### config.mk
export PLATFORM = sky130hd
export DESIGN_NAME = mem_wb_stage
export DESIGN_NICKNAME = d
export VERILOG_FILES = /design/src/rtl/mem_wb_stage.sv
export SDC_FILE = /design/constraint.sdc
export NUM_CORES = 1
export LEC_CHECK = 0
export CORE_MARGIN = 3
export CORE_UTILIZATION = 38
export CTS_BUF_LIST = sky130_fd_sc_hd__clkbuf_4
export DETAILED_ROUTE_END_ITERATION = 12
export PLACE_DENSITY = 0.86
export SETUP_SLACK_MARGIN = 0.02
export SYNTH_ARGS = -nofsm -noshare
export SYNTH_HDL_FRONTEND = slang
export SYNTH_SLANG_ARGS = --single-unit
### constraint.sdc
create_clock -name clk -period 4.65 [get_ports clk]
set_input_delay 0.93 -clock clk [delete_from_list [all_inputs] [get_ports clk]]
set_output_delay 0.93 -clock clk [all_outputs]
set_load 0.01 [all_outputs]
### src/rtl/mem_wb_stage.sv
// mem_wb_stage: MEM-stage data-memory access with stall/timeout FSM and the MEM/WB pipeline register.
module mem_wb_stage #(
   parameter int TIMEOUT = 16
) (
   input  logic        clk,
   input  logic        reset,
   input  logic        MemWrite_mem,
   input  logic [31:0] MemWriteData_mem,
   input  logic        MemToReg_mem,
   input  logic        RegWrite_mem,
   input  logic [4:0]  RegWriteAddr_mem,
   input  logic [31:0] ALUResult_mem,
   output logic        dmem_req,
   output logic        dmem_we,
   output logic [31:0] dmem_addr,
   output logic [31:0] dmem_wdata,
   input  logic [31:0] dmem_rdata,
   input  logic        dmem_ack,
   output logic        stall_mem,
   output logic        RegWrite_wb,
   output logic [4:0]  RegWriteAddr_wb,
   output logic [31:0] RegWriteData_wb,
   output logic [1:0]  err_wb
);
   localparam int CW = $clog2(TIMEOUT) + 1;

   typedef enum logic {IDLE, WAIT} state_t;

   state_t        state_q, state_d;
   logic [CW-1:0] wait_cnt_q, wait_cnt_d;
   logic          regwrite_q, regwrite_d;
   logic [4:0]    addr_q, addr_d;
   logic [31:0]   data_q, data_d;
   logic [1:0]    err_q, err_d;
   logic          memop, misal, done, tmo;

   assign memop = MemWrite_mem | MemToReg_mem;
   assign misal = memop & (ALUResult_mem[1:0] != 2'b00);

   always_ff @(posedge clk) begin
      if (reset) begin
         state_q    <= IDLE;
         wait_cnt_q <= '0;
         regwrite_q <= 1'b0;
         addr_q     <= '0;
         data_q     <= '0;
         err_q      <= 2'b00;
      end else begin
         state_q    <= state_d;
         wait_cnt_q <= wait_cnt_d;
         regwrite_q <= regwrite_d;
         addr_q     <= addr_d;
         data_q     <= data_d;
         err_q      <= err_d;
      end
   end

   // WAIT also falls back to IDLE if the request vanishes, so the FSM can never wedge
   always_comb begin
      state_d    = state_q;
      wait_cnt_d = wait_cnt_q;
      if (state_q == IDLE) begin
         if (dmem_req & ~dmem_ack) begin
            state_d    = WAIT;
            wait_cnt_d = CW'(1);
         end
      end else if (dmem_ack | tmo | ~dmem_req) begin
         state_d    = IDLE;
         wait_cnt_d = '0;
      end else begin
         wait_cnt_d = wait_cnt_q + 1'b1;
      end
   end

   always_comb begin
      dmem_req   = ~reset & memop & ~misal;
      dmem_we    = MemWrite_mem;
      dmem_addr  = ALUResult_mem;
      dmem_wdata = MemWriteData_mem;
      done       = dmem_req & dmem_ack;
      tmo        = (state_q == WAIT) & (wait_cnt_q == CW'(TIMEOUT - 1)) & ~dmem_ack;
      stall_mem  = dmem_req & ~dmem_ack & ~tmo;
   end

   // Bubbles clear RegWrite but hold addr/data; err is a one-cycle pulse
   always_comb begin
      regwrite_d = 1'b0;
      addr_d     = addr_q;
      data_d     = data_q;
      err_d      = 2'b00;
      if (!stall_mem) begin
         if (done) begin
            regwrite_d = RegWrite_mem;
            addr_d     = RegWriteAddr_mem;
            data_d     = MemToReg_mem ? dmem_rdata : ALUResult_mem;
         end else if (tmo) begin
            err_d = 2'b10;
         end else if (misal) begin
            err_d = 2'b01;
         end else if (!memop) begin
            regwrite_d = RegWrite_mem;
            addr_d     = RegWriteAddr_mem;
            data_d     = ALUResult_mem;
         end
      end
   end

   assign RegWrite_wb     = regwrite_q;
   assign RegWriteAddr_wb = addr_q;
   assign RegWriteData_wb = data_q;
   assign err_wb          = err_q;
endmodule

# Word-level counts from Yosys, hierarchy flattened

Cells that the tools add are included.

Output and inout port bits: 107
Bits in registers: 46
Input bits: 107
Word-level logic and storage cells: 56

Muxes and demuxes: 21
Add/sub/neg operators: 1
Bitwise operators: 17
Reduce and logical (&&, ||, !) cells: 6
Equal/unequal tests: 4

Operators by type and width:

| cell                | number |
|---|---|
| $mux 32             | 5 |
| $mux 5              | 7 |
| $and 1x1->1         | 8 |
| $mux 1              | 8 |
| $not 1->1           | 6 |
| $add 5x1->5 const B | 1 |
| $eq 5x4->1 const B  | 1 |
| $ne 2x1->1 const B  | 2 |
| $reduce_and 4->1    | 1 |
| $reduce_bool 2->1   | 2 |
| $reduce_or 4->1     | 1 |
| $or 1x1->1          | 3 |
| $reduce_or 3->1     | 1 |
| $mux 2              | 1 |
| $ne 2x2->1 const B  | 1 |
| $reduce_or 2->1     | 1 |

# Depth between registers and ports, before layout

Word-level depth: 8
Gate-level depth with buffers: 8
Gate-level depth less buffers: 6

# Worst setup path after synthesis

No wires, ideal clock.

Path type: input to output
From: input port reset
To: output port stall_mem
Setup slack: 1,786 ps
Stages on the path: 4
Arrival: 1,934 ps
Buffers on the path: 1
Data required time: 3,720 ps
Cells stage by stage: buf_2 -> nor4_2 -> nand2_1 -> a21oi_1

Word-level cells in the longest chain between the ends: 5

RTL lines:

| item                     | line | source |
|---|---|---|
| from (decl)              | 6    | `input logic reset,` |
| $not 1->1                | 76   | `dmem_req = ~reset & memop & ~misal;` |
| $and 1x1->1 (2 in a row) | 76   |  |
| $and 1x1->1 (2 in a row) | 82   | `stall_mem = dmem_req & ~dmem_ack & ~tmo;` |
| to (decl)                | 19   | `output logic stall_mem,` |

No other way between the ends.

# Worst setup path in the final report

From: input port dmem_ack
To: output port stall_mem

Word-level cells in the longest chain between the ends: 4
Elaborated cells on any way between the ends: 5
Classes of those cells: bitwise: 5

RTL lines:

| item            | line   | source |
|---|---|---|
| from (decl)     | 18     | `input logic dmem_ack,` |
| $not 1->1 (*)   | 81, 82 |  |
| $and 1x1->1     | 81     | `tmo = (state_q == WAIT) & (wait_cnt_q == CW'(TIMEOUT - 1)) & ~dmem_ack;` |
| $not 1->1       | 82     |  |
| $and 1x1->1 (*) | 82     |  |

Mark *: on every way between the ends. The rest lies on a longest branch, timed or not.

==> flow_summary.yaml <==
logic_synthesis:
  ys_ff_latch: 46
  synth_top_cell_by_area: "dfxtp_1"
  synth_nets: 441
  synth.distinct_cells: 43
  yosysTopAreaCellShare: 0.325
  syn_inst: 332
  synthTopCellsByArea: "dfxtp_1 (32%), buf_4 (17%), a311oi_1 (9.3%)"
  synth_warnings: 0
  synth_area_per_cell_um2: 8.54
  syn_area_mm2: 0.00284
  ys_seq_area_frac: 0.325
floorplan:
  die-height_um: 92.4
  die_area_mm2: 0.00853
  core_area_mm2: 0.00702
  row_count: 30
  initial_utilization: 0.404
  die_w_um: 92.4
  ios: 214
worst_setup_path:
  worst_ep_required_time_ns: 3.72
  cp_top_family: "buffers and inverters"
  critPathArrivalTime_ns: 2.96
  path_cells: "clkdlybuf4s50_1 > buf_4 > nor4_2 > nand2_1 > a21oi_1 > clkdlybuf4s50_1"
  slowest_delay_ns: 0.57
  ff2ff_setup_slack_ns: 1.99
  path_common_cell: "clkdlybuf4s50_1"
  path_class: "in2out"
  crit_slowest_cell: "nor4_2"
  critPathMaxFanout: 14
  crit_buf_inv: 3
  worstSetupStartpointType: "input pin"
  end_kind: "output pin"
power_and_ir_drop:
  ir_drop_mv: 0.0911
  p_int_mw: 0.653
  seq_power_share: 0.478
  leakagePower_nw: 1.27
  power_density_mw_per_mm2: 236
  p_switching_mw: 0.265
  p_comb_frac: 0.321
  p_sw_frac: 0.289
  clkPwrFrac: 0.201
clocking:
  clock_latency_ns: 0.34
  cts_hold_buf: 0
  cts_tree: "done"
  cts_htree_levels: 2
  root_buffer: "clkbuf_4"
  cts.sinks: 46
  post_cts_buffers: 0
  clock_tree.buffer_depth: 2
  cts_resized: 0
  cts_buffers: 5
  path_clk_slew_ns: 0.13
layout:
  drive_gt1_frac: 0.0631
  fin_cells: 492
  final_nets: 504
  area_delta_synth_final_pct: 37.5
  final_util: 0.555
  antenna_cells: 0
timing:
  fin_setup_tns_ns: 0
  post-route-period-util: 0.838
  holdWs_ns: 0.489
  hold_viol: 0
  slew_headroom: 0.382
  rsz0062_at_grt: "false"
  drv_slew: 0
  tightest_slew_ns: 0.924
  skew_ns: 0.0102
  layout_min_cycle_time_ns: 3.89
  timing.fmax_ghz: 0.257
  setup_violations: 0
placement:
  place.detailed.hpwl_um: 6510
  place.port_buffers: 149
  gp_congestion: 0.864
  dpl.cell_count: 484
status:
  status: "finished, final reports clean"
run:
  maxCapViolCount: 0
route:
  wl_per_cell_um: 18.1
  dr.pass1.iters: 4
  drc: 0
  post_drt_via_cell_ratio: 5.75
  vias: 2829
  drt_iter0_drc: 131
  wl_um: 8890
  ant_nets: 0
global_routing:
  grt_use_met2: 0.351
  use_met1: 0.227
  grt_max_degree: 49
  grt_pass1_vias: 2747
  grt_usage: 0.196
  met3_usage: 0.0626
  overflow: 0
  grt_pass1_wl_um: 13800
  antenna_found_initial: 0
  top_usage_layer: "met2"
hold_path:
  hold_class: "reg2reg"
stage by stage:
stage	power, mW	cell area [um2]	worst slack (ns)
2_1_floorplan	0.616	2840	1.79
3_3_place_gp	0.737	3840	0.810
3_5_place_dp	0.743	3840	0.785
4_1_cts	0.930	3900	0.762
5_1_grt	0.971	3900	0.536
6_report	0.918	3900	0.755
sequential cells by signal, indices dropped and copies added (netlist names):
signal / count
err_wb: 2
RegWrite_wb: 1
RegWriteData_wb: 32
state_q: 1
wait_cnt_q: 5
RegWriteAddr_wb: 5
layout by cell type (no fill, tap or decap), drive strengths merged, types with 2 or more instances in the layout:
master,synthesis,final
a211o,2,2
a211oi,4,4
a21oi,8,8
a311oi,30,30
a31oi,3,3
and2,2,2
buf,88,10
clkbuf,14,6
clkdlybuf4s50,0,148
clkinv,0,2
dfxtp,46,46
ha,2,2
inv,2,2
nand2,3,3
nand3,33,33
nand4,5,5
nor2b,2,2
nor3,2,2
nor4,33,33
o211ai,5,5
o21ai,30,30
o2bb2ai,2,2
o32ai,2,2
synthesized netlist by cell type (all sizes together):
library cell and n:
o211ai 5, nand3 33, nor2b 2, nor3b 1
ha 2, o2bb2ai 2, o22ai 1, o221ai 1
nand2 3, xor2 1, nor2 1, o21ai 30
and3b 1, a311oi 30, nor4 33, buf 88
or4b 1, and3 1, dfxtp 46, nor4b 1
inv 2, nand4 5, clkbuf 14, a211oi 4
a21oi 8, or3 1, o32ai 2, and2 2
or3b 1, a41oi 1, nor3 2, a211o 2
or2 1, a31oi 3, nand4b 1
metal layers:
| layer | wire length [um] | vias up |
|---|---|---|
| met1 | 3310 | 1309 |
| li1 | - | 1324 |
| met2 | 4550 | 184 |
| met5 | 0 | - |
| met4 | 100 | 0 |
| met3 | 925 | 12 |
cells by family (layout without fill, tap and decap cells):
kind of cell	Yosys count	in the layout	synth area share
AOI/OAI and AO/OA	89	89	0.222
xor gates and xnor gates	1	1	0.00309
adders and majority gates	2	2	0.00882
buffers and inverters	104	168	0.242
DFF	46	46	0.325
and+or+nand+nor	90	90	0.199
worst min-delay path, delay by kind of cell (launching register included):
family | cells | cell delay (ns)
compound gates | 1 | 0.06
simple gates | 1 | 0.06
flops | 1 | 0.34
final cells by class:
type / instances / area [um2]
Sequential cell: 46 / 921
Timing Repair Buffer: 158 / 1550
Tap cell: 96 / 120
Clock inverter: 2 / 8.76
Inverter: 2 / 7.51
Multi-Input combinational cell: 182 / 1240
Clock buffer: 6 / 45.0
Fill cell: 640 / 3120
final timing paths:
check / startpoint / end / cells after the start
worst min register to register: RegWriteAddr_wb[1] / RegWriteAddr_wb[1] / 2
worst min-delay path: RegWriteAddr_wb[1] / RegWriteAddr_wb[1] / 2
worst max-delay path: dmem_ack / stall_mem / 6
worst max register to register: wait_cnt_q[0] / RegWriteData_wb[24] / 7
power by group through the flow:
| stage | sequential, mW | clock (mW) | combinational (mW) |
|---|---|---|---|
| after floorplan | 0.459 | 0 | 0.156 |
| after global placement | 0.446 | 0 | 0.291 |
| after detailed placement | 0.448 | 0 | 0.295 |
| after CTS | 0.439 | 0.194 | 0.297 |
| after global routing | 0.442 | 0.213 | 0.315 |
| final | 0.439 | 0.185 | 0.295 |
(Power assumes the default switching activity.)
